===== src/rtl/easiroc_rd_pkg.sv =====
// easiroc_rd_pkg: shared states, m_data field layout and word packing for the EASIROC read sequencer
package easiroc_rd_pkg;

    typedef enum logic [2:0] {IDLE, REL, TOKEN, SETTLE, CONV, PUSH, ADV, FIN} state_t;

    localparam int CH_LSB = 26;
    localparam int HG_LSB = 13;
    localparam int LG_LSB = 0;
    localparam int ADC_W  = 12;
    localparam int CH_W   = 5;

    function automatic logic [31:0] pack_word(
        input logic [CH_W-1:0]  ch,
        input logic             hg_otr,
        input logic [ADC_W-1:0] hg,
        input logic             lg_otr,
        input logic [ADC_W-1:0] lg
    );
        logic [31:0] w;
        w = '0;
        w[CH_LSB +: CH_W]   = ch;
        w[HG_LSB + ADC_W]   = hg_otr;
        w[HG_LSB +: ADC_W]  = hg;
        w[LG_LSB + ADC_W]   = lg_otr;
        w[LG_LSB +: ADC_W]  = lg;
        return w;
    endfunction

endpackage


===== src/rtl/easiroc_adc_clkgen.sv =====
// easiroc_adc_clkgen: ADC_LATENCY+1 one-high/one-low adc_clk pulses, then a one-cycle capture strobe
module easiroc_adc_clkgen #(
    parameter int ADC_LATENCY = 3
) (
    input  logic clk_50M,
    input  logic rst_n,
    input  logic run,
    output logic adc_clk,
    output logic cap
);

    localparam int PH_END = 2 * (ADC_LATENCY + 1);
    localparam int PH_W   = $clog2(PH_END + 1);

    logic [PH_W-1:0] ph;

    // Phase counter: even phases drive adc_clk high, the phase after the last low phase is capture
    always_ff @(posedge clk_50M or negedge rst_n) begin
        if (!rst_n) ph <= '0;
        else        ph <= (run && !cap) ? ph + 1'b1 : '0;
    end

    assign adc_clk = run && (ph < PH_W'(PH_END)) && !ph[0];
    assign cap     = run && (ph == PH_W'(PH_END));

endmodule


===== src/rtl/easiroc_read_sequencer.sv =====
// easiroc_read_sequencer: EASIROC read-register and AD9220 sequencing, one 32-bit word per channel; EASIROC_OTR_SAT_EN saturates out-of-range data to 12'hFFF
module easiroc_read_sequencer
    import easiroc_rd_pkg::*;
#(
    parameter int SETTLE_CYC  = 8,
    parameter int ADC_LATENCY = 3,
    parameter int NCH         = 32
) (
    input  logic              clk_50M,
    input  logic              rst_n,
    input  logic              start,
    input  logic              abort,
    output logic              busy,
    output logic              done,
    output logic              clk_read,
    output logic              rstb_read,
    output logic              srin_read,
    output logic              adc_clk,
    input  logic [ADC_W-1:0]  adc_hg,
    input  logic              adc_hg_otr,
    input  logic [ADC_W-1:0]  adc_lg,
    input  logic              adc_lg_otr,
    output logic              m_valid,
    input  logic              m_ready,
    output logic [31:0]       m_data
);

    localparam int CNT_W = $clog2(SETTLE_CYC + 1);

    state_t             state, state_n;
    logic [CNT_W-1:0]   cnt;
    logic [CH_W-1:0]    ch;
    logic               cap;
    logic [ADC_W-1:0]   hg_f, lg_f;

    easiroc_adc_clkgen #(.ADC_LATENCY(ADC_LATENCY)) u_clkgen (
        .clk_50M (clk_50M),
        .rst_n   (rst_n),
        .run     (state == CONV),
        .adc_clk (adc_clk),
        .cap     (cap)
    );

`ifdef EASIROC_OTR_SAT_EN
    assign hg_f = adc_hg_otr ? '1 : adc_hg;
    assign lg_f = adc_lg_otr ? '1 : adc_lg;
`else
    assign hg_f = adc_hg;
    assign lg_f = adc_lg;
`endif

    // Next-state: abort beats everything, start is only seen in IDLE
    always_comb begin
        state_n = state;
        if (abort) state_n = IDLE;
        else begin
            case (state)
                IDLE:    if (start) state_n = REL;
                REL:     if (cnt == CNT_W'(1)) state_n = TOKEN;
                TOKEN:   if (cnt == CNT_W'(1)) state_n = SETTLE;
                SETTLE:  if (cnt == CNT_W'(SETTLE_CYC - 1)) state_n = CONV;
                CONV:    if (cap) state_n = PUSH;
                PUSH:    if (m_ready) state_n = (ch == CH_W'(NCH - 1)) ? FIN : ADV;
                ADV:     if (cnt == CNT_W'(1)) state_n = SETTLE;
                FIN:     state_n = IDLE;
                default: state_n = IDLE;
            endcase
        end
    end

    // State, per-state cycle counter and selected channel
    always_ff @(posedge clk_50M or negedge rst_n) begin
        if (!rst_n) begin
            state <= IDLE;
            cnt   <= '0;
            ch    <= '0;
        end else begin
            state <= state_n;
            cnt   <= (state_n != state) ? '0 : cnt + 1'b1;
            ch    <= (state == IDLE) ? '0 : (state == ADV && state_n == SETTLE) ? ch + 1'b1 : ch;
        end
    end

    // Output word register: loaded on capture, held until accepted, cleared by abort
    always_ff @(posedge clk_50M or negedge rst_n) begin
        if (!rst_n) begin
            m_valid <= 1'b0;
            m_data  <= '0;
        end else begin
            m_valid <= !abort && (cap || (m_valid && !m_ready));
            m_data  <= abort ? '0 : cap ? pack_word(ch, adc_hg_otr, hg_f, adc_lg_otr, lg_f) : m_data;
        end
    end

    // FIN gives one extra clk_read to shift the token out of the register before it is cleared
    assign busy      = state != IDLE;
    assign done      = state == FIN;
    assign rstb_read = !(state == IDLE || state == FIN);
    assign srin_read = state == TOKEN;
    assign clk_read  = (state == TOKEN && cnt == CNT_W'(1)) || (state == ADV && cnt == '0) || state == FIN;

endmodule


===== config.mk =====
export PLATFORM = sky130hd
export DESIGN_NAME = easiroc_read_sequencer
export DESIGN_NICKNAME = d
export VERILOG_FILES = /design/src/rtl/easiroc_rd_pkg.sv /design/src/rtl/easiroc_adc_clkgen.sv /design/src/rtl/easiroc_read_sequencer.sv
export SDC_FILE = /design/constraint.sdc
export NUM_CORES = 1
export LEC_CHECK = 0
export CORE_ASPECT_RATIO = 0.8
export CORE_MARGIN = 2
export CORE_UTILIZATION = 25
export DETAILED_ROUTE_END_ITERATION = 10
export MAX_ROUTING_LAYER = met4
export PLACE_DENSITY = 0.59
export SLEW_MARGIN = 20
export SYNTH_ARGS = -nofsm -noshare
export SYNTH_HDL_FRONTEND = slang
export SYNTH_SLANG_ARGS = --single-unit

===== constraint.sdc =====
create_clock -name clk_50M -period 2.5 [get_ports clk_50M]
set_input_delay 0.625 -clock clk_50M [delete_from_list [all_inputs] [get_ports clk_50M]]
set_output_delay 0.625 -clock clk_50M [all_outputs]
set_load 0.05 [all_outputs]

* Word-level counts from Yosys, hierarchy flattened
Index checks and enable logic that the tools add are counted.
** Storage, ports and cells
- Flip-flop bits (word level) :: 49
- Output and inout bits :: 39
- Logic and storage cells :: 62
- Input port bits :: 31
** Cells by class
- Eq/ne operators :: 13
- Add/subtract/negate cells :: 3
- Reduce and logical (&&, ||, !) cells :: 24
- Order comparisons :: 1
- Multiplexer cells :: 15
** Operators by type and width (count)
- 32-bit two-way mux :: 2
- 3-bit two-way mux :: 7
- 3-bit one-hot mux with 7 select lines :: 1
- 3-bit equality test (second input constant) :: 4
- 5-bit two-way mux :: 2
- 3-bit by 2-bit equality test with 1-bit output (second input constant) :: 3
- 1-bit logical AND :: 9
- 4-bit by 1-bit adder with 4-bit output (second input constant) :: 2
- 4-bit two-way mux :: 2
- 5-bit by 1-bit adder with 5-bit output (second input constant) :: 1
- 5-bit equality test (second input constant) :: 1
- 1-bit logical NOT :: 5
- 4-bit by 1-bit equality test with 1-bit output (second input constant) :: 1
- 4-bit by 3-bit equality test with 1-bit output (second input constant) :: 1
- 4-bit equality test (second input constant) :: 1
- 4-bit logical NOT :: 1
- 1-bit logical OR :: 4
- 4-bit < comparator (second input constant) :: 1
- 2-bit nonzero test :: 2
- 3-bit by 1-bit equality test with 1-bit output (second input constant) :: 1
- 3-bit logical NOT :: 1
- 3-bit inequality test :: 1
- 3-bit nonzero test :: 1
- 2-bit OR reduction :: 1
- 1-bit two-way mux :: 1

* Logic depth before layout (Yosys ltp)
Gate-level depths: netlist of run 1.
- Depth in word-level cells :: 9
- Depth in mapped cells :: 8
- Gate-level depth less buffers :: 8

* Modules after synthesis
A second synthesis of run 1 with hierarchy kept.
** Second synthesis, totals
- Cell total of the unflattened synthesis :: 222
- Area, all modules :: 2319.7 sq um
** Modules (own cells, without submodules)
- easiroc_read_sequencer :: times used 1, area an instance 2094.5 sq um, cells each 198
- easiroc_adc_clkgen :: times used 1, area an instance 225.2 sq um, cells each 24

* Least setup slack after synthesis of run 1
OpenSTA, ideal clock, no wires.
- Path type :: reg-to-output
- From :: register state[0]
- To :: output port adc_clk
- Stages on the path, launching flop included :: 4
- Path buffers :: 1
- Setup slack :: -0.083 ns
- Arrival time :: 1.958 ns
- Cells stage by stage :: dfrtp_1 buf_2 or3b_4 nor3_1
** On the way
- Word-level cells in the longest chain between the ends :: 3
** RTL lines
- start: declaration :: line easiroc_read_sequencer.sv:30 : state_t state, state_n;
- start signal: assignment :: line easiroc_read_sequencer.sv:78 : state <= state_n;
- 3-bit equality test :: line easiroc_read_sequencer.sv:39 : .run (state == CONV),
- 1-bit logical AND (2 in series) :: line easiroc_adc_clkgen.sv:23 : assign adc_clk = run && (ph < PH_W'(PH_END)) && !ph[0];
- end: declaration :: line easiroc_read_sequencer.sv:18 : output logic adc_clk,
Every way passes these cells.

* Worst setup path in the final report of run 1
- From :: register cnt[0]
- To :: output port clk_read
** On the way
- Word-level cells in the longest chain between the ends :: 4
- Elaborated cells on any way between the ends :: 6
** RTL lines
- start: declaration :: line easiroc_read_sequencer.sv:31 : logic [CNT_W-1:0] cnt;
- start signal: assignment :: line easiroc_read_sequencer.sv:79 : cnt <= (state_n != state) ? '0 : cnt + 1'b1;
- 4-bit by 1-bit equality test with 1-bit output / 4-bit logical NOT (equally long branches) :: line easiroc_read_sequencer.sv:100 : assign clk_read = (state == TOKEN && cnt == CNT_W'(1)) || (state == ADV && cnt == '0) || state == FIN;
- 1-bit logical AND :: line easiroc_read_sequencer.sv:100
- 1-bit logical OR (*) (2 in series) :: line easiroc_read_sequencer.sv:100
- end: declaration :: line easiroc_read_sequencer.sv:15 : output logic clk_read,
Every way passes the cells marked *; elsewhere a longest branch is shown, timed or not.

==> results of run 1 <==
worst max-delay path: stages (launching register included):
cell and delay (ns):
dfrtp_1 0.43, inv_1 0.08, ha_1 0.14, a22oi_1 0.07
or3_1 0.32, a21oi_2 0.19, buf_12 0.15
worst min-delay path by stage:
stage	to	slack, ns	cells past startpoint
3_5_place_dp	m_data[9]	0.51	2
5_1_grt	u_clkgen.ph[0]	0.52	2
2_1_floorplan	ch[0]	0.33	0
6_report	u_clkgen.ph[1]	0.43	2
3_3_place_gp	m_data[9]	0.51	2
4_1_cts	u_clkgen.ph[0]	0.47	2
registers in the layout, indices dropped and copies added, names as in the netlist:
| name | count |
|---|---|
| m_data | 31 |
| u_clkgen.ph | 4 |
| m_valid | 1 |
| ch | 5 |
| state | 3 |
| cnt | 4 |
where the power goes:
part | switching [W] | internal (W)
Clock | 0.000303 | 0.000577
Sequential | 0.0000405 | 0.000806
Combinational | 0.000278 | 0.000203
per-stage QoR:
stage                     cell area (µm²)  total power, W  std cells  utilization [%]  worst slack [ns]
after floorplan                      2360         0.00116        268                -             0.104
after global placement               3190         0.00134        443             35.2             0.219
after detailed placement             3190         0.00135        443             35.2             0.160
after CTS                            3380         0.00224        451             37.3             0.186
after global routing                 3380         0.00232        451             37.3            0.0877
final                                3380         0.00221        451             37.3             0.204
cell families (layout without fill, tap and decap cells):
family                   after synthesis  after routing
AO/OA/AOI/OAI                         53             53
XOR/XNOR                               6              6
adder cells (fa/ha/maj)                7              7
buffers and inverters                 27             95
flip-flops                            48             48
multiplexers                           2              2
other                                  1              1
AND/OR/NAND/NOR                      124            124
area by class of cell:
type | count | share of cell area (%)
clock buffer | 5 | 3.70
clock inverter | 3 | 2.03
inverter | 10 | 1.11
multi-input combinational | 193 | 30.8
sequential | 48 | 35.5
tap | 115 | 4.25
timing repair buffer | 77 | 22.6
cells in the final DEF, fill, tap and decap left out, types with 2 or more instances in the layout:
master	synthesis	routed
nor4_1	4	4
nor2_1	15	15
clkbuf_16	0	5
buf_4	1	12
nand2b_1	3	3
nor3_1	8	7
bufinv_16	0	2
nor3_2	1	2
a21oi_1	38	37
and3_1	3	3
nand2_1	76	76
inv_1	10	10
or3_1	2	2
buf_12	0	3
a32o_1	2	2
dfrtp_1	48	48
xor2_1	3	3
o21ai_0	6	6
clkdlybuf4s50_1	0	61
xnor2_1	3	3
ha_1	7	7
nand3_1	3	3
a22oi_1	2	2
per-layer routing:
layer  part of all wire (%)  vias to the layer above
met1                     48                      966
met5                      0                        -
li1                       -                     1028
met3                    3.7                        5
met4                   0.94                        0
met2                     47                       48
==> impl_metrics.ini, run 1 <==
[timing]
tightest_slew_ns = 0.628
final_hold_viol_count = 0
finClkSkew_ns = 0.00772
finalSetupViolCount = 0
grt_setup_unrepaired = no
slew_viol_final = 0
setup-tns-final_ns = 0
fin_crit_ns = 2.30
max_slew_margin_pct = 58.1
fin_crit_sh_pct = 91.9
fmax_mhz = 435
hold_slack_ns = 0.435

[cts]
clkLatencyLatePin_ns = 0.29
ctsResizeCount = 0
clk_path_buf_depth = 2
cts.sinks = 48
clk_pin_slew_ns = 0.07
cts_tree = done
root_buffer = clkbuf_16
htree_levels = 2
hold_buffers = 0
cts_made_buffers = 5
postCtsSetupBuffers = 0

[yosys]
syn_inst = 268
synth_common_cells = 76 x nand2_1, 48 x dfrtp_1, 38 x a21oi_1, 15 x nor2_1, 10 x inv_1
seq_area_frac_synth_pct = 51.1
synth_fp_nets = 306
yosysUniqueCellTypes = 39
synth_seq_cells = 48
synthMuxAreaShare_pct = 0.905
synth_top_area_cell = dfrtp_1
synth_top_area_share_pct = 51.1
synth-adder-area-share_pct = 3.73
synth_edf_count = 0
yosys_warnings = 0
synth_xor_area_share_pct = 2.24
synth_compound_area_share_pct = 12.9
netlist_top_cells_area = dfrtp_1 51%, nand2_1 12%, a21oi_1 8.1%
synthSimpleGateAreaFrac_pct = 24.1
synth_top_family_by_area = simple AND/OR/NAND/NOR gates
syn_avg_cell_area_um2 = 8.77
synth.most_common_cell = nand2_1
ys.flop_type = dfrtp_1
synthArstFlopShare_pct = 100
syn_area_um2 = 2350

[detailed_routing]
vias = 2047
drc = 0
via_per_inst = 4.54
routed_wl_um = 5970
wl_per_cell_um = 13.2
drt-initial-drc-count = 95
drtAntennaViolNets = 0
first_pass_iters = 4

[global_route]
grt.met2_usage_pct = 19.5
grtUsageMet1_pct = 16.1
top_usage_layer = met2
grt_usage_pct = 12.3
grt_first_pass_wirelength_um = 9920
grt_max_degree = 49
grt_overflow = 0
grt_pass1_vias = 2037
grtUsageMet3_pct = 2.01
grt_antenna_before_repair = 0

[worst_hold_path]
holdCritPathClass = in2async

[setup_path]
start_kind = flip-flop
critical_path_arrival_ns = 1.67
worstSetupEndpointType = output port
rr_endpoint = cnt[3]
startpoint = cnt[0]
crit_required_ns = 1.88
r2r_start = cnt[1]
critPathKind = reg2out
worstPathMaxFanout = 5
rr_worst_depth = 7
endpoint = clk_read
ff2ff_setup_slack_ns = 0.51

[floorplan]
dieArea_um2 = 10200
rows = 31
start_util_pct = 25.9
pin_count = 70
die_x_um = 112
fp.dieH_um = 90.7
core_um2 = 9080

[power]
power_density_nw_per_um2 = 652
ir_drop_mv = 0.247
p_leak_nw = 1.39

[job]
max-cap-violations = 0

[layout]
drive_above_1_share_pct = 9.52
regArea_um2 = 1200
fillCellCount = 954
syn2layout_area_growth_pct = 44.0
multi_input_area_um2 = 1040
final_nets = 373
antennaDiodeCount = 0

[placed_design]
gp_congestion = 0.820
dp_hpwl_um = 4190
io_buffers = 68

[run_status]
status = complete, no violations
No activity file was read; power rests on OpenSTA's default activity.
==> run 2, diff against run 1 <==
GPL_ROUTABILITY_DRIVEN = 1   (was default)
SYNTH_HIERARCHICAL = 1   (was default)
==> impl_metrics.ini, run 2 <==
[global_route]
grtUsageMet3_pct = 4.25
grt_antenna_before_repair = 0
grt_pass1_vias = 1749
grt_overflow = 0
grt_first_pass_wirelength_um = 9240
grt.met2_usage_pct = 15.7
grt_usage_pct = 11.6
grtUsageMet1_pct = 16.5
grt_max_degree = 34
top_usage_layer = met1

[cts]
htree_levels = 2
clk_pin_slew_ns = 0.07
clk_path_buf_depth = 2
cts_made_buffers = 5
root_buffer = clkbuf_16
clkLatencyLatePin_ns = 0.29
hold_buffers = 0
cts.sinks = 48
ctsResizeCount = 0
cts_tree = done
postCtsSetupBuffers = 0

[setup_path]
crit_required_ns = 1.88
critPathKind = reg2out
worstSetupEndpointType = output port
start_kind = flip-flop
worstPathMaxFanout = 4
critical_path_arrival_ns = 1.67

[detailed_routing]
drtAntennaViolNets = 0
wl_per_cell_um = 12.7
via_per_inst = 4.39
drc = 0
first_pass_iters = 4
drt-initial-drc-count = 122
vias = 1799
routed_wl_um = 5200

[floorplan]
core_um2 = 9040
start_util_pct = 25.7
fp.dieH_um = 90.2
rows = 31
pin_count = 70
dieArea_um2 = 10100
die_x_um = 112

[yosys]
syn_avg_cell_area_um2 = 10.4
synth_common_cells = 54 x nor2_1, 48 x dfrtp_1, 34 x mux2i_1, 13 x nand2_1, 10 x inv_1
yosysUniqueCellTypes = 36
ys.flop_type = dfrtp_1
synth_edf_count = 0
syn_inst = 222
netlist_top_cells_area = dfrtp_1 52%, mux2i_1 15%, nor2_1 8.7%
yosys_warnings = 6
synth_seq_cells = 48
synth.most_common_cell = nor2_1
synth_top_area_share_pct = 51.8
synthArstFlopShare_pct = 100
synth_fp_nets = 260
seq_area_frac_synth_pct = 51.8
synth_top_area_cell = dfrtp_1
syn_area_um2 = 2320

[worst_hold_path]
holdCritPathClass = in2async

[layout]
syn2layout_area_growth_pct = 42.6
top_regs = m_data x31, ch x5
largest_reg_flops = 31
fillCellCount = 923
layout_commonest_cell = clkdlybuf4s50_1
antennaDiodeCount = 0
mostFrequentLayoutCells = 61 x clkdlybuf4s50_1, 54 x nor2_1, 48 x dfrtp_1, 34 x mux2i_1
final_nets = 332
stdcell_count = 410
regMostFlops = m_data
drive_above_1_share_pct = 9.49

[power]
ir_drop_mv = 0.363
power_frac_comb_pct = 22.5
seqPwrFrac_pct = 43.6
power_switching_w = 0.000585
swShare_pct = 29.9
p_leak_nw = 1.39
power_density_nw_per_um2 = 591
intPower_w = 0.00137
p_total_w = 0.00195
clock_power_share_pct = 33.8

[job]
max-cap-violations = 0

[timing]
max_slew_margin_pct = 48.9
fmax_mhz = 435
setup_slack_ns = 0.203
slew_viol_final = 0
grt_setup_unrepaired = no
tightest_slew_ns = 0.767
finalSetupViolCount = 0
finClkSkew_ns = 0.00762
fin_crit_ns = 2.30
setup-tns-final_ns = 0
final_hold_viol_count = 0
fin_crit_sh_pct = 91.9

[run_status]
status = complete, no violations

[placed_design]
dpl.cell_count = 402
dp_worst_setup_slack_ns = 0.228
io_buffers = 68
dp_hpwl_um = 3820
gp_congestion = 0.804
run 2: power groups by stage:
stage,sequential [W],combinational [W],clock (W)
floorplan,0.000844,0.000303,0
global placement,0.000865,0.000437,0
detailed placement,0.000868,0.000441,0
CTS,0.000853,0.000445,0.000677
global route,0.000860,0.000490,0.000727
finish,0.000853,0.000441,0.000661
run 2: logic make-up after synthesis:
logic type / synth area share [%]
xor+xnor: 3.07
compound gates: 4.96
simple gates: 17.7
mux: 14.7
other cells: 0.162
fa+ha+maj: 3.78
buf+inv: 3.88
flops: 51.8
run 2: final timing paths:
check | from | end | slack [ns] | cells past startpoint
worst max-delay path | cnt[0] | clk_read | 0.20 | 7
worst min-delay path | rst_n | m_data[27] | 0.41 | 1
worst max register to register | u_clkgen/ph[0] | cnt[3] | 0.39 | 10
worst min register to register | m_data[3] | m_data[3] | 0.52 | 2
max in group asynchronous | rst_n | m_data[16] | 1.47 | 2
min in group clk_50M | m_data[3] | m_data[3] | 0.52 | 2
run 2: per-layer routing:
metal	vias to the layer above	part of all wire, %
met2	69	43
met4	0	0.69
li1	881	-
met5	-	0
met1	844	50
met3	5	7.1
run 2: area by class of cell:
class / instances / area (µm²) / share of cell area, %
sequential: 48 / 1200 / 36.3
multi-input combinational: 152 / 1030 / 31.1
timing repair buffer: 77 / 753 / 22.8
tap: 115 / 144 / 4.35
clock buffer: 7 / 133 / 4.01
inverter: 10 / 37.5 / 1.14
clock inverter: 1 / 8.76 / 0.265
run 2: critical path: stages, from the launching register on:
cell and delay, ns:
dfrtp_1 0.41, inv_1 0.11, ha_1 0.17, a22oi_1 0.08, nor3_1 0.13, a21oi_1 0.06, nor2_1 0.24, buf_12 0.18
run 2: per-stage QoR:
| stage | hold slack, ns | area, µm² | util [%] |
|---|---|---|---|
| 3_3_place_gp | 0.505 | 3170 | 35.0 |
| 2_1_floorplan | 0.329 | 2320 | - |
| 6_report | 0.411 | 3310 | 36.6 |
| 4_1_cts | 0.449 | 3310 | 36.6 |
| 5_1_grt | 0.471 | 3310 | 36.6 |
| 3_5_place_dp | 0.510 | 3170 | 35.0 |
